**src/rtl/usb_uart_sys_fifo.sv**
```systemverilog
// rtl/usb_uart_sys_fifo.sv - CPU-side TX/RX FIFOs, register port and interrupt for the USB UART bridge
module usb_uart_sys_fifo #(
  parameter int TX_AW = 4,
  parameter int RX_AW = 4
) (
  input  logic        clk_48mhz,
  input  logic        reset,
  input  logic [3:0]  reg_addr,
  input  logic        reg_wr,
  input  logic [31:0] reg_wdata,
  input  logic        reg_rd,
  output logic [31:0] reg_rdata,
  output logic        reg_rvalid,
  output logic        irq,
  output logic        tx_empty,
  input  logic        tx_read,
  output logic [7:0]  tx_fifo_rdata,
  output logic        rx_full,
  input  logic        rx_write,
  input  logic        rx_err,
  input  logic [7:0]  rx_fifo_wdata,
  input  logic [31:0] usb_status
);

  localparam int TX_DEPTH = 1 << TX_AW;
  localparam int RX_DEPTH = 1 << RX_AW;
  localparam logic [TX_AW:0] TX_FULL_CNT = {1'b1, {TX_AW{1'b0}}};
  localparam logic [TX_AW:0] TX_HALF_CNT = {2'b01, {(TX_AW-1){1'b0}}};
  localparam logic [RX_AW:0] RX_FULL_CNT = {1'b1, {RX_AW{1'b0}}};

  localparam logic [1:0] A_DATA   = 2'd0;
  localparam logic [1:0] A_STATUS = 2'd1;
  localparam logic [1:0] A_CTRL   = 2'd2;
  localparam logic [1:0] A_USB    = 2'd3;

  logic [7:0]       tx_mem [0:TX_DEPTH-1];
  logic [TX_AW-1:0] tx_wptr, tx_rptr;
  logic [TX_AW:0]   tx_count;

  logic [8:0]       rx_mem [0:RX_DEPTH-1];
  logic [RX_AW-1:0] rx_wptr, rx_rptr;
  logic [RX_AW:0]   rx_count;

  logic rx_ie, tx_ie, err_ie;
  logic tx_ovf, rx_ovf;

  logic [1:0]  sel;
  logic        wr_data, rd_data, wr_ctrl;
  logic        tx_full, rx_empty;
  logic        tx_pop, tx_push, tx_drop, tx_clr;
  logic        rx_pop, rx_push, rx_drop, rx_clr;
  logic [31:0] rd_mux;

  logic unused_bits;
  assign unused_bits = ^{reg_addr[1:0], reg_wdata[31:18], reg_wdata[15:10]};

  assign sel     = reg_addr[3:2];
  assign wr_data = reg_wr && (sel == A_DATA);
  assign rd_data = reg_rd && (sel == A_DATA);
  assign wr_ctrl = reg_wr && (sel == A_CTRL);

  assign tx_empty = (tx_count == '0);
  assign tx_full  = (tx_count == TX_FULL_CNT);
  assign rx_empty = (rx_count == '0);
  assign rx_full  = (rx_count == RX_FULL_CNT);

  // A pop in the same cycle frees a slot, so a push into a full FIFO still lands.
  assign tx_pop  = tx_read && !tx_empty;
  assign tx_push = wr_data && (!tx_full || tx_pop);
  assign tx_drop = wr_data && tx_full && !tx_pop;
  assign tx_clr  = wr_ctrl && reg_wdata[8];

  assign rx_pop  = rd_data && !rx_empty;
  assign rx_push = rx_write && (!rx_full || rx_pop);
  assign rx_drop = rx_write && rx_full && !rx_pop;
  assign rx_clr  = wr_ctrl && reg_wdata[9];

  assign tx_fifo_rdata = tx_empty ? 8'h00 : tx_mem[tx_rptr];

  // TX pointers and occupancy; a clear overrides any concurrent push or pop.
  always_ff @(posedge clk_48mhz or posedge reset) begin
    if (reset) begin
      tx_wptr  <= '0;
      tx_rptr  <= '0;
      tx_count <= '0;
    end else if (tx_clr) begin
      tx_wptr  <= '0;
      tx_rptr  <= '0;
      tx_count <= '0;
    end else begin
      if (tx_push) tx_wptr <= tx_wptr + 1'b1;
      if (tx_pop)  tx_rptr <= tx_rptr + 1'b1;
      if (tx_push && !tx_pop)      tx_count <= tx_count + 1'b1;
      else if (!tx_push && tx_pop) tx_count <= tx_count - 1'b1;
    end
  end

  // TX storage write.
  always_ff @(posedge clk_48mhz) begin
    if (tx_push && !tx_clr) tx_mem[tx_wptr] <= reg_wdata[7:0];
  end

  // RX pointers and occupancy; a clear overrides any concurrent push or pop.
  always_ff @(posedge clk_48mhz or posedge reset) begin
    if (reset) begin
      rx_wptr  <= '0;
      rx_rptr  <= '0;
      rx_count <= '0;
    end else if (rx_clr) begin
      rx_wptr  <= '0;
      rx_rptr  <= '0;
      rx_count <= '0;
    end else begin
      if (rx_push) rx_wptr <= rx_wptr + 1'b1;
      if (rx_pop)  rx_rptr <= rx_rptr + 1'b1;
      if (rx_push && !rx_pop)      rx_count <= rx_count + 1'b1;
      else if (!rx_push && rx_pop) rx_count <= rx_count - 1'b1;
    end
  end

  // RX storage write, error bit kept above the data byte.
  always_ff @(posedge clk_48mhz) begin
    if (rx_push && !rx_clr) rx_mem[rx_wptr] <= {rx_err, rx_fifo_wdata};
  end

  // Control bits and sticky overflow flags; a new overflow wins over a same-cycle clear.
  always_ff @(posedge clk_48mhz or posedge reset) begin
    if (reset) begin
      rx_ie  <= 1'b0;
      tx_ie  <= 1'b0;
      err_ie <= 1'b0;
      tx_ovf <= 1'b0;
      rx_ovf <= 1'b0;
    end else begin
      if (wr_ctrl) begin
        rx_ie  <= reg_wdata[0];
        tx_ie  <= reg_wdata[1];
        err_ie <= reg_wdata[2];
        if (reg_wdata[16]) tx_ovf <= 1'b0;
        if (reg_wdata[17]) rx_ovf <= 1'b0;
      end
      if (tx_drop)            tx_ovf <= 1'b1;
      if (rx_drop && !rx_clr) rx_ovf <= 1'b1;
    end
  end

  // Read-data selection from the state as it stands before this cycle's updates.
  always_comb begin
    rd_mux = '0;
    case (sel)
      A_DATA:   rd_mux = rx_empty ? 32'h8000_0000 : {23'd0, rx_mem[rx_rptr]};
      A_STATUS: rd_mux = {8'(tx_count), 8'(rx_count), 11'd0,
                          rx_ovf, tx_ovf, rx_full, tx_full, tx_empty};
      A_CTRL:   rd_mux = {29'd0, err_ie, tx_ie, rx_ie};
      A_USB:    rd_mux = usb_status;
      default:  rd_mux = '0;
    endcase
  end

  // Registered read response; data holds until the next read.
  always_ff @(posedge clk_48mhz or posedge reset) begin
    if (reset) begin
      reg_rdata  <= '0;
      reg_rvalid <= 1'b0;
    end else begin
      reg_rvalid <= reg_rd;
      if (reg_rd) reg_rdata <= rd_mux;
    end
  end

  // Level interrupt: RX data pending, TX at or below half, or any overflow.
  always_ff @(posedge clk_48mhz or posedge reset) begin
    if (reset) begin
      irq <= 1'b0;
    end else begin
      irq <= (rx_ie && !rx_empty) ||
             (tx_ie && (tx_count <= TX_HALF_CNT)) ||
             (err_ie && (tx_ovf || rx_ovf));
    end
  end

endmodule

```
**config.mk**
```make
export PLATFORM = sky130hd
export DESIGN_NAME = usb_uart_sys_fifo
export DESIGN_NICKNAME = d
export VERILOG_FILES = /design/src/rtl/usb_uart_sys_fifo.sv
export SDC_FILE = /design/constraint.sdc
export NUM_CORES = 1
export LEC_CHECK = 0
export BUFFER_PORTS_ARGS = -buffer_cell sky130_fd_sc_hd__buf_2
export CAP_MARGIN = 20
export CORE_MARGIN = 3
export CORE_UTILIZATION = 59
export CTS_CLUSTER_SIZE = 8
export DETAILED_ROUTE_END_ITERATION = 8
export PLACE_DENSITY_LB_ADDON = 0.08
export SETUP_SLACK_MARGIN = 0.2
export SYNTH_ARGS = -nofsm -noshare
export SYNTH_HDL_FRONTEND = slang
export SYNTH_SLANG_ARGS = --single-unit
```
**constraint.sdc**
```tcl
create_clock -name clk_48mhz -period 4 [get_ports clk_48mhz]
set_clock_uncertainty 0.2 [all_clocks]
set_input_delay 0.8 -clock clk_48mhz [delete_from_list [all_inputs] [get_ports clk_48mhz]]
set_output_delay 0.8 -clock clk_48mhz [all_outputs]
set_load 0.03 [all_outputs]
```
# Yosys cells after proc, flatten, opt, wreduce, memory -nomap -nowiden

Memory sizes are Yosys's and may differ from the RTL's.
Cells that the tools add are included.

Logic and storage cells: 110
Input port bits: 83
Output and inout bits: 44
Flip-flop bits (word level): 65
Memories kept: 2
RAM bits: 272

Mux-type cells: 27
Magnitude comparators: 1
Add/sub/neg operators: 8
Equal/unequal tests: 5
Reduce and logical (&&, ||, !) cells: 53

Memories:

| name   | depth | width | rd ports | clocked after Yosys merged registers in | wr ports | line | text |
|---|---|---|---|---|---|---|---|
| rx_mem | 16    | 9     | 1        | 0                                       | 1        | 40   | `logic [8:0] rx_mem [0:RX_DEPTH-1];` |
| tx_mem | 16    | 8     | 1        | 0                                       | 1        | 36   | `logic [7:0] tx_mem [0:TX_DEPTH-1];` |

Operator list:

| cell                  | number |
|---|---|
| $pmux W32 S4          | 1 |
| $mux W32              | 1 |
| $mux W4               | 8 |
| $mux W5               | 6 |
| $logic_and A1 B1 Y1   | 23 |
| $add A4 B1 Y4 const B | 4 |
| $reduce_bool A2 Y1    | 8 |
| $add A5 B1 Y5 const B | 2 |
| $eq A5 B5 Y1 const B  | 2 |
| $logic_not A1 Y1      | 10 |
| $logic_not A5 Y1      | 2 |
| $mux W1               | 10 |
| $sub A5 B1 Y5 const B | 2 |
| $mux W8               | 1 |
| $reduce_bool A3 Y1    | 2 |
| $le A5 B4 Y1 const B  | 1 |
| $logic_or A1 B1 Y1    | 5 |
| $eq A2 B2 Y1 const B  | 2 |
| $reduce_and A2 Y1     | 2 |
| $eq A2 B1 Y1 const B  | 1 |
| $logic_not A2 Y1      | 1 |

# Logic depth before layout (Yosys ltp)

Depth in word-level cells: 10
Mapped depth: 10
Depth with buffers taken out: 9

# Worst setup path after synthesis

Ideal clock, no wire load.

Path kind: input port to flip-flop
Start: input reg_addr[2]
End: register tx_count[4]
Required time: 3,712 ps
Buffers on the path: 1
Slack: 774 ps
Library setup time: 88 ps
Stages on the path: 10
Data arrival time: 2,938 ps
Cells stage by stage: nand2b_1 a311oi_1 clkbuf_1 nand2_1 fa_1 a21o_1 a21o_1 and3_1 o21ai_0 nor3b_1

Cells in the longest elaborated chain, start to end: 6
Elaborated cells between the ends (all ways): 12
Classes of those cells: eq/ne (1); mux (2); reduce/logical (9)

Ends and longest elaborated chain:

| what                                                           | line   | text |
|---|---|---|
| from (decl)                                                    | 8      | `input logic [3:0] reg_addr,` |
| $logic_not A2 Y1                                               | 58     | `assign wr_data = reg_wr && (sel == A_DATA);` |
| $logic_and A1 B1 Y1                                            | 58     |  |
| $logic_and A1 B1 Y1                                            | 69     | `assign tx_push = wr_data && (!tx_full \|\| tx_pop);` |
| $logic_and A1 B1 Y1 / $logic_not A1 Y1 (equally long branches) | 93, 94 |  |
| $mux W5 / $logic_and A1 B1 Y1 (equally long branches)          | 93, 94 |  |
| $mux W5 / $reduce_bool A3 Y1 (equally long branches)           | --     |  |
| to (signal assigned)                                           | 93     | `if (tx_push && !tx_pop) tx_count <= tx_count + 1'b1;` |
| to (signal assigned)                                           | 94     | `else if (!tx_push && tx_pop) tx_count <= tx_count - 1'b1;` |
| to (decl)                                                      | 38     | `logic [TX_AW:0] tx_count;` |

Several ways; a longest one is shown, not always the timed one.
A chain may end at the register's enable or synchronous reset.

# Worst setup path in the final report

Start: register tx_rptr[0]
End: output tx_fifo_rdata[0]

Cells in the longest elaborated chain, start to end: 2

Ends and longest elaborated chain:

| what                   | line | text |
|---|---|---|
| from (decl)            | 37   | `logic [TX_AW-1:0] tx_wptr, tx_rptr;` |
| from (signal assigned) | 92   | `if (tx_pop) tx_rptr <= tx_rptr + 1'b1;` |
| $mem_v2 Z16 W8         | --   |  |
| $mux W8                | 78   | `assign tx_fifo_rdata = tx_empty ? 8'h00 : tx_mem[tx_rptr];` |
| to (decl)              | 17   | `output logic [7:0] tx_fifo_rdata,` |

Every way passes these cells.

==> results.toml <==
[logic_synthesis]
yosysTopAreaCell = "edfxtp_1"
synth_area_leaders = "edfxtp_1 (59%), dfrtp_1 (12%), mux4_2 (11%), mux2i_1 (4.0%), ha_1 (1.5%)"
syn_area_um2 = 13860
yosysUniqueCellTypes = 53
ys.flop_type = "edfxtp_1"
ys_seq_elements = 337
ys_top_cells_by_count = "edfxtp_1 (272), mux4_2 (67), dfrtp_1 (65), mux2i_1 (55), nor2_1 (33)"
synth_most_common_cell = "edfxtp_1"
netlist.area_leader.share_pct = 58.92
synth_nets = 878
synth_edf_count = 272
ys_warn_count = 0
netlist_instances = 776
synthArstFlopShare_pct = 19.29
synth-seq-area-share_pct = 70.66
syn_area_per_cell_um2 = 17.86

[setup_path]
r2r_setup_slack_ns = 0.76
criticalPathCategory = "reg2out"
cp-end-kind = "output port"
crit_fanout = 22
startpoint_type = "register"
worst_ep_arrival_time_ns = 2.65
worst_ep_required_time_ns = 3.00

[cts]
post_cts_buffers = 0
clock_latency_ns = 0.53
cts-root-buf = "clkbuf_16"
clock_path_buffers = 3
htree_levels = 2
clk_pin_slew_ns = 0.05
cts_resized = 0
clock-sinks = 337
tritoncts.num_buffers = 48
cts_tree = "built"
cts_hold_buf = 0

[routing]
drtPass1Iterations = 5
ant_nets = 0
drc = 0
wirelength_um = 29490
viasPerCell = 6.039
wl_per_cell_um = 23.39
vias = 7615
drt_iter0_drc = 693

[pwr]
p_clk_share_pct = 33.3
peakVddDrop_v = 0.0003872
p_int_mw = 7.572
power.density_nw_per_um2 = 665.3
p_leak_nw = 5.915
seqPwrFrac_pct = 42.2
p_sw_share_pct = 29.85
p_total_mw = 10.79
combPwrFrac_pct = 24.5
p_switching_mw = 3.223

[sta]
period_needed_ns = 3.650
slew_headroom_pct = 33.30
setup_tns_ns = 0
setup_violations = 0
period_share_pct = 91.26
finalMaxSlewViolations = 0
hold_violations = 0
timing.fmax_mhz = 273.9
rsz0062_at_grt = "false"
max_slew.worst_pin.slew_ns = 1.001

[placement]
hpwl_um = 19390
dpl_cell_area_um2 = 14870
place.gp.congestion = 0.8006
port_buffers = 104

[floorplan]
ios = 127
initial_utilization_pct = 60.67
die_w_um = 159.3
core_area_um2 = 22850
dieArea_um2 = 25370
num_rows = 55
fp.dieH_um = 159.3

[final_layout]
layout.nets = 1022
syn2layout_area_growth_pct = 17.05
nFillCells = 1449
stdcell_area_um2 = 16230
drive_gt1_share_pct = 29.11
insertedDiodeCount = 0

[global_routing]
grt_pass1_wl_um = 46200
grt_pass1_vias = 8013
use_met3_pct = 4.006
grt_use_total_pct = 23.57
grtUsageMet1_pct = 30.71
grt_antenna_before_repair = 0
met2_usage_pct = 41.20
overflow = 0
grt_max_degree = 47
top_usage_layer = "met2"

[outcome]
outcome = "finished clean"

[run]
maxCapViolCount = 0

[worst_hold_path]
hold_class = "in2async"
-- cells by family (layout without fill, tap and decap cells) --
kind of cell	Yosys count	in the layout	synth area share (%)
buffers and inverters	63	235	1.841
adders and majority gates	19	19	1.823
and+or+nand+nor	129	129	4.847
xor gates and xnor gates	13	13	0.8214
AOI/OAI and AO/OA	86	86	4.504
muxes	129	129	15.51
DFF	337	337	70.66
-- critical path, cell delays in order, from the launching register on --
cell and delay, ns:
dfrtp_2 0.66, buf_12 0.28, mux4_2 0.53, mux2i_1 0.24
o22ai_1 0.18, buf_2 0.21
-- through the flow --
step | hold slack (ns) | setup WS, ns | std cells | util (%)
CTS | 0.07543 | 0.2863 | 1261 | 71.02
global placement | 0.2688 | 0.6597 | 1183 | 65.10
global route | 0.09296 | 0.2026 | 1261 | 71.02
floorplan | 0.2614 | 0.7742 | 776 | -
detailed placement | 0.2684 | 0.4978 | 1183 | 65.10
finish | 0.07563 | 0.3496 | 1261 | 71.02
-- layout make-up --
type,count,area (um^2),area share [%]
inverters,19,71.32,0.4395
clock buffers,74,1299,8.004
well taps,313,391.6,2.414
clock inverters,4,53.80,0.3316
flip-flops and latches,337,9797,60.38
repair buffers,138,800.8,4.935
multi-input cells,376,3812,23.50
-- registers in the layout (all words and copies together), names as in the netlist, 4 cells and up --
signal,count
reg_rdata,32
rx_mem,144
rx_rptr,4
rx_count,5
tx_wptr,4
tx_mem,128
tx_rptr,4
tx_count,5
rx_wptr,4
-- path summary, 6_finish.rpt --
path,cells after the start,startpoint,to
worst max-delay path,5,tx_rptr[0],tx_fifo_rdata[0]
worst min-delay path,2,reset,reg_rdata[17]
max in group asynchronous,3,reset,tx_rptr[0]
worst max register to register,9,tx_count[0],tx_count[4]
worst min register to register,1,reg_rdata[28],reg_rdata[28]
min in group clk_48mhz,1,reg_rdata[28],reg_rdata[28]
-- cells in the final DEF, fill, tap and decap left out, types with 9 or more instances in the layout --
cell,Yosys,layout
edfxtp_1,272,272
buf_2,9,104
mux4_2,67,67
dfrtp_1,65,63
mux2i_1,55,55
clkbuf_16,0,48
nor2_1,33,33
buf_4,0,32
clkbuf_1,28,26
nand2_1,22,22
inv_1,18,17
ha_1,17,17
o22ai_1,16,16
nor3_1,15,15
nand3_1,13,13
a21oi_1,13,13
a22o_1,12,12
o2bb2ai_1,10,10
and3_1,9,9
-- metal layers --
metal  vias up  routed length, um
li1       3378                  -
met1      3934              11480
met2       262              15880
met3        41               1501
met4         0                625
met5         -                  0
-- power by group through the flow --
stage | Sequential (mW) | Combinational (mW) | Clock, mW
after floorplan | 4.45 | 2.03 | 0
after global placement | 4.59 | 2.58 | 0
after detailed placement | 4.61 | 2.66 | 0
after CTS | 4.55 | 2.68 | 3.66
after global routing | 4.60 | 2.86 | 3.83
final | 4.55 | 2.65 | 3.59
No activity file was read; power rests on OpenSTA's default activity.
